<file path="config.mk">
export PLATFORM = sky130hd
export DESIGN_NAME = kx4_bbint_ctl
export DESIGN_NICKNAME = d
export VERILOG_FILES = /design/src/rtl/kx4_bbint_pkg.sv /design/src/rtl/kx4_bbint_sync.sv /design/src/rtl/kx4_bbint_ctl.sv
export SDC_FILE = /design/constraint.sdc
export NUM_CORES = 1
export LEC_CHECK = 0
export BUFFER_PORTS_ARGS = -buffer_cell sky130_fd_sc_hd__buf_4
export CORE_AREA = 2 2 70 105
export CTS_CLUSTER_DIAMETER = 40
export DETAILED_ROUTE_END_ITERATION = 12
export DIE_AREA = 0 0 72 107
export GPL_TIMING_DRIVEN = 0
export PLACE_DENSITY_LB_ADDON = 0.1
export SYNTH_ARGS = -nofsm -noshare
export SYNTH_HDL_FRONTEND = slang
export SYNTH_SLANG_ARGS = --single-unit
</file>
<file path="constraint.sdc">
create_clock -name CLK -period 2.29 [get_ports CLK]
set_clock_uncertainty 0.05 [all_clocks]
set_input_delay 0 -clock CLK [delete_from_list [all_inputs] [get_ports CLK]]
set_output_delay 0 -clock CLK [all_outputs]
set_load 0.1 [all_outputs]
</file>
<file path="src/rtl/kx4_bbint_pkg.sv">
// Shared encodings, widths and reset constants for the BBINT interrupt controller.
package kx4_bbint_pkg;

   localparam int unsigned VW = 4;
   localparam int unsigned RW = 16;

   typedef enum logic [1:0] {
      SEL_MK    = 2'd0,
      SEL_MD    = 2'd1,
      SEL_IFCLR = 2'd2,
      SEL_RSVD  = 2'd3
   } regsel_e;

   typedef enum logic [1:0] {
      IDLE = 2'd0,
      REQ  = 2'd1,
      GAP  = 2'd2
   } state_e;

   localparam logic [RW-1:0] MK_RST = '1;
   localparam logic [RW-1:0] MD_RST = '0;

endpackage

</file>
<file path="src/rtl/kx4_bbint_sync.sv">
// Multi-flop synchronizer for one asynchronous BBINT line, plus a history flop
// so the caller gets both the synchronized level and a single-cycle rise pulse.
module kx4_bbint_sync #(
   parameter int unsigned SYNC_STAGES = 2
) (
   input  logic clk,
   input  logic rst_n,
   input  logic d,
   output logic level,
   output logic rise_c
);

   logic [SYNC_STAGES-1:0] sync_q;
   logic                   hist_q;

   always_ff @(posedge clk or negedge rst_n) begin
      if (!rst_n) begin
         sync_q <= '0;
         hist_q <= 1'b0;
      end else begin
         sync_q <= {sync_q[SYNC_STAGES-2:0], d};
         hist_q <= sync_q[SYNC_STAGES-1];
      end
   end

   assign level  = sync_q[SYNC_STAGES-1];
   assign rise_c = sync_q[SYNC_STAGES-1] & ~hist_q;

endmodule

</file>
<file path="src/rtl/kx4_bbint_ctl.sv">
// BBINT capture, mask, fixed-priority arbitration and req/ack handshake to the CPU.
// Build option KX4_BBINT_TTRG_EN adds TTRG2 as an extra lowest-priority edge channel.
module kx4_bbint_ctl
   import kx4_bbint_pkg::*;
#(
   parameter int unsigned NCH         = 14,
   parameter int unsigned SYNC_STAGES = 2
) (
   input  logic           CLK,
   input  logic           RESB,
   input  logic [NCH-1:0] BBINT,
   input  logic           TTRG2,
   input  logic           REGWR,
   input  logic [1:0]     REGSEL,
   input  logic [RW-1:0]  REGWD,
   output logic [RW-1:0]  IFRD,
   output logic [RW-1:0]  MKRD,
   output logic           INTREQ,
   output logic [VW-1:0]  INTVEC,
   input  logic           INTACK
);

`ifdef KX4_BBINT_TTRG_EN
   localparam int unsigned NF = NCH + 1;
`else
   localparam int unsigned NF = NCH;
`endif

   logic [NF-1:0]  if_q, mk_q;
   logic [NCH-1:0] md_q;
   logic [NCH-1:0] lvl, rise_c;
   logic [NF-1:0]  set_c, clr_c, cand_c;
   logic [VW-1:0]  win_c;
   logic           ack_c;
   logic           wr_mk_c, wr_md_c, wr_clr_c;
   state_e         state_q, state_d;
   logic           intreq_d;
   logic [VW-1:0]  intvec_d;

   for (genvar g = 0; g < NCH; g++) begin : g_sync
      kx4_bbint_sync #(.SYNC_STAGES(SYNC_STAGES)) u_sync (
         .clk    (CLK),
         .rst_n  (RESB),
         .d      (BBINT[g]),
         .level  (lvl[g]),
         .rise_c (rise_c[g])
      );
   end

`ifdef KX4_BBINT_TTRG_EN
   // TTRG2 is already in the CLK domain; only an edge detector is needed
   logic ttrg_hist_q;
   always_ff @(posedge CLK or negedge RESB) begin
      if (!RESB) ttrg_hist_q <= 1'b0;
      else       ttrg_hist_q <= TTRG2;
   end
`endif

   always_comb begin
      set_c            = '0;
      set_c[NCH-1:0]   = (md_q & lvl) | (~md_q & rise_c);
`ifdef KX4_BBINT_TTRG_EN
      set_c[NCH]       = TTRG2 & ~ttrg_hist_q;
`endif
   end

   assign wr_mk_c  = REGWR && (regsel_e'(REGSEL) == SEL_MK);
   assign wr_md_c  = REGWR && (regsel_e'(REGSEL) == SEL_MD);
   assign wr_clr_c = REGWR && (regsel_e'(REGSEL) == SEL_IFCLR);

   assign clr_c  = (wr_clr_c ? REGWD[NF-1:0] : '0) |
                   (ack_c ? (NF'(1) << INTVEC) : '0);
   assign cand_c = if_q & ~mk_q;

   // Lowest pending unmasked index wins
   always_comb begin
      win_c = '0;
      for (int i = NF - 1; i >= 0; i--) begin
         if (cand_c[i]) win_c = VW'(i);
      end
   end

   // Set is applied after clear so a coincident set wins
   always_ff @(posedge CLK or negedge RESB) begin
      if (!RESB) begin
         if_q <= '0;
         mk_q <= MK_RST[NF-1:0];
         md_q <= MD_RST[NCH-1:0];
      end else begin
         if_q <= (if_q & ~clr_c) | set_c;
         if (wr_mk_c) mk_q <= REGWD[NF-1:0];
         if (wr_md_c) md_q <= REGWD[NCH-1:0];
      end
   end

   always_ff @(posedge CLK or negedge RESB) begin
      if (!RESB) begin
         state_q <= IDLE;
         INTREQ  <= 1'b0;
         INTVEC  <= '0;
      end else begin
         state_q <= state_d;
         INTREQ  <= intreq_d;
         INTVEC  <= intvec_d;
      end
   end

   // Request is held unconditionally in REQ until acknowledged
   always_comb begin
      state_d  = state_q;
      intreq_d = INTREQ;
      intvec_d = INTVEC;
      ack_c    = 1'b0;
      case (state_q)
         IDLE: begin
            if (|cand_c) begin
               intreq_d = 1'b1;
               intvec_d = win_c;
               state_d  = REQ;
            end
         end
         REQ: begin
            if (INTACK) begin
               ack_c    = 1'b1;
               intreq_d = 1'b0;
               state_d  = GAP;
            end
         end
         GAP:     state_d = IDLE;
         default: state_d = IDLE;
      endcase
   end

   assign IFRD = RW'(if_q);
   assign MKRD = RW'(mk_q);

   logic unused_ok;
   assign unused_ok = ^{REGWD, TTRG2};

endmodule

</file>
==> impl_metrics.py <==
metrics = {
    "run_status": {
        "status": "finished clean",
    },
    "global_routing": {
        "grt_max_degree": 92,
        "grt_overflow": 0,
        "track_usage_pct": 20.3,
        "first_global_vias": 2352,
        "grt_antenna_before_repair": 0,
        "grt_pass1_wl_um": 11500,
    },
    "timing": {
        "finalCritPeriodShare_pct": 80.3,
        "setup_viol": 0,
        "drv_slew": 0,
        "setup_slack_ps": 452,
        "final.min_clock_period_ps": 1840,
        "tns_ps": 0,
        "timing.fmax_mhz": 544,
        "rsz0062_at_grt": "false",
        "tightest_slew_ps": 1080,
        "hold_viol_final": 0,
        "maxSlewHeadroom_pct": 28.3,
    },
    "pwr": {
        "netSwitchingFraction_pct": 41.5,
        "seqPwrFrac_pct": 42.3,
        "clock_power_share_pct": 20.1,
        "p_per_area_mw_per_mm2": 1050,
        "switchingPower_mw": 1.99,
        "p_leak_nw": 2.00,
        "internal-power_mw": 2.80,
        "p_comb_share_pct": 37.7,
        "ir_worst_vdd_mv": 0.529,
    },
    "drt": {
        "route.detailed.drc": 0,
        "wirelength_um": 7190,
        "route.vias.total": 2340,
        "routedWlPerCell_um": 16.2,
        "viasPerCell": 5.26,
        "drt-initial-drc-count": 141,
        "drtAntennaViolNets": 0,
        "firstDrtPassIters": 4,
    },
    "clock_network": {
        "cts_setup_buffers": 0,
        "clk_latency_ps": 360,
        "cts_resized": 0,
        "cts_tree": "yes",
        "cts_buffers": 9,
        "clock_sinks": 91,
        "clkTransAtPathRegs_ps": 80,
        "cts_root_buffer": "clkbuf_8",
        "cts.htree.levels": 3,
        "holdBufCountCts": 30,
        "cts_buffer_depth": 2,
    },
    "synthesis": {
        "ys_ff_latch": 91,
        "synthTopCellsByCount": "dfrtp_1 (77), nand2_1 (32), mux2_2 (27)",
        "synth_cell_type_count": 42,
        "ys_seq_area_share_pct": 66.2,
        "yosys.area.top_type": "dfrtp_1",
        "synth_area_mm2": 0.00347,
        "synth-main-ff-cell": "dfrtp_1",
        "synthArstFlopShare_pct": 100,
        "yosys_warnings": 0,
        "ys_top_cells_by_area": "dfrtp_1 (56%), dfstp_2 (11%), mux2_2 (8.8%)",
        "synth_cells": 252,
        "synth.most_common_cell": "dfrtp_1",
        "synth_top_area_share_pct": 55.6,
        "syn_avg_cell_area_um2": 13.8,
        "synth_edf_count": 0,
    },
    "place": {
        "place_congestion": 0.862,
        "dp_hpwl_um": 4960,
        "place_ws_ps": 470,
        "portBuffers": 66,
    },
    "worst_setup_path": {
        "cp-endpoint": "INTVEC[1]",
        "critPathLaunch": "mk_q[7]",
        "worst_path_largest_cell_delay_ps": 540,
        "r2r_end": "INTVEC[1]",
        "cp_num_buf_inv": 0,
        "path_delay_family": "simple AND/OR/NAND/NOR gates",
        "critPathCaptureType": "flip-flop",
        "crit_cells": 5,
        "cp_slowest_cell": "dfstp_2",
        "path_class": "reg2reg",
        "critPathRequiredTime_ps": 2490,
        "r2r-start": "mk_q[7]",
        "crit_arrival_ps": 2040,
        "reg2regPathDepth": 5,
        "cp-start-kind": "flip-flop",
        "regToRegSetupSlack_ps": 450,
        "cp_max_fo": 4,
        "crit_chain": "and2b_1 > nor4_4 > nand4_2 > nand2_2 > mux2_4",
    },
    "layout": {
        "drive_gt1_share_pct": 37.9,
        "fin_nets": 399,
        "n_fill_cell": 545,
        "antennaDiodeCount": 0,
        "regArea_mm2": 0.00229,
        "syn_to_final_growth_pct": 31.1,
        "multiInputGateArea_mm2": 0.00111,
    },
    "floorplan": {
        "num_rows": 37,
        "pin_count": 74,
        "start_util_pct": 51.0,
        "die_area_mm2": 0.00770,
        "die_y_um": 107,
        "design.core.area_mm2": 0.00681,
        "die_x_um": 72,
    },
    "min_path": {
        "min_path_type": "in2reg",
    },
    "run": {
        "maxCapViolations": 0,
    },
}
-- worst min-delay path by stage --
| stage | depth (start not counted) | start | slack [ps] | to |
|---|---|---|---|---|
| 4_1_cts | 3 | REGSEL[1] | 6 | mk_q[2] |
| 3_5_place_dp | 1 | BBINT[10] | 60 | g_sync[10].u_sync.sync_q[0] |
| 6_report | 3 | REGSEL[1] | 20 | mk_q[2] |
| 2_1_floorplan | 0 | RESB | -350 | INTREQ |
| 5_1_grt | 3 | REGSEL[1] | 9 | mk_q[1] |
| 3_3_place_gp | 1 | BBINT[9] | 60 | g_sync[9].u_sync.sync_q[0] |
-- through the flow --
step	cell area, µm²	util [%]	hold slack [ps]	total power [mW]	cells
2_1_floorplan	3480	-	-346	3.39	255
3_3_place_gp	4070	59.8	59.3	3.79	399
3_5_place_dp	4070	59.8	60.3	3.82	399
4_1_cts	4550	66.8	6.03	4.83	445
5_1_grt	4550	66.8	8.92	5.00	445
6_report	4550	66.8	16.3	4.79	445
-- flip-flops by register name (all words and copies together) (netlist names) --
register / count
INTREQ: 1
g_sync.u_sync.sync_q: 28
INTVEC: 4
state_q: 2
if_q: 14
g_sync.u_sync.hist_q: 14
mk_q: 14
md_q: 14
-- tightest hold or removal path, cell delays in order --
cell     delay (ps)
buf_4            90
nor3b_2          80
mux2_2          230
-- power groups by stage --
stage / Sequential, mW / Combinational (mW) / Clock [mW]
floorplan: 2.91 / 0.485 / 0
global placement: 2.04 / 1.75 / 0
detailed placement: 2.05 / 1.77 / 0
CTS: 2.02 / 1.81 / 0.991
global route: 2.06 / 1.88 / 1.06
finish: 2.02 / 1.80 / 0.961
-- per-layer routing --
layer | vias up | GRT usage [%] | wire, µm
li1 | 1092 | - | -
met1 | 1164 | 24.1 | 2870
met2 | 67 | 33.1 | 3740
met3 | 17 | 5.17 | 346
met4 | 0 | 11.6 | 224
met5 | - | 0 | 0
-- layout make-up --
| cell class | count | share of cell area, % |
|---|---|---|
| Inverter | 5 | 0.413 |
| Sequential cell | 91 | 50.5 |
| Tap cell | 78 | 2.15 |
| Buffer | 9 | 1.24 |
| Multi-Input combinational cell | 150 | 24.4 |
| Clock buffer | 14 | 3.58 |
| Clock inverter | 2 | 0.220 |
| Timing Repair Buffer | 96 | 17.5 |
-- layout by cell type (no fill, tap or decap), types with 3 or more instances in the layout --
| cell type | instances |
|---|---|
| nand3_1 | 3 |
| nand2_1 | 32 |
| dfstp_2 | 14 |
| dlygate4sd3_1 | 30 |
| nor2_1 | 6 |
| clkbuf_1 | 4 |
| nor2b_1 | 5 |
| dfrtp_1 | 77 |
| a32o_1 | 13 |
| inv_1 | 5 |
| o21ai_0 | 3 |
| buf_4 | 71 |
| nand2b_1 | 19 |
| mux2_2 | 27 |
| clkbuf_8 | 11 |
| a21oi_1 | 5 |
| conb_1 | 4 |
-- cells by family after synthesis --
logic type | after synthesis | synth area share [%]
other cells | 1 | 0.108
buf+inv | 14 | 2.16
flops | 91 | 66.2
simple gates | 89 | 15.4
mux | 29 | 9.63
compound gates | 28 | 6.49
(Power assumes the default switching activity.)
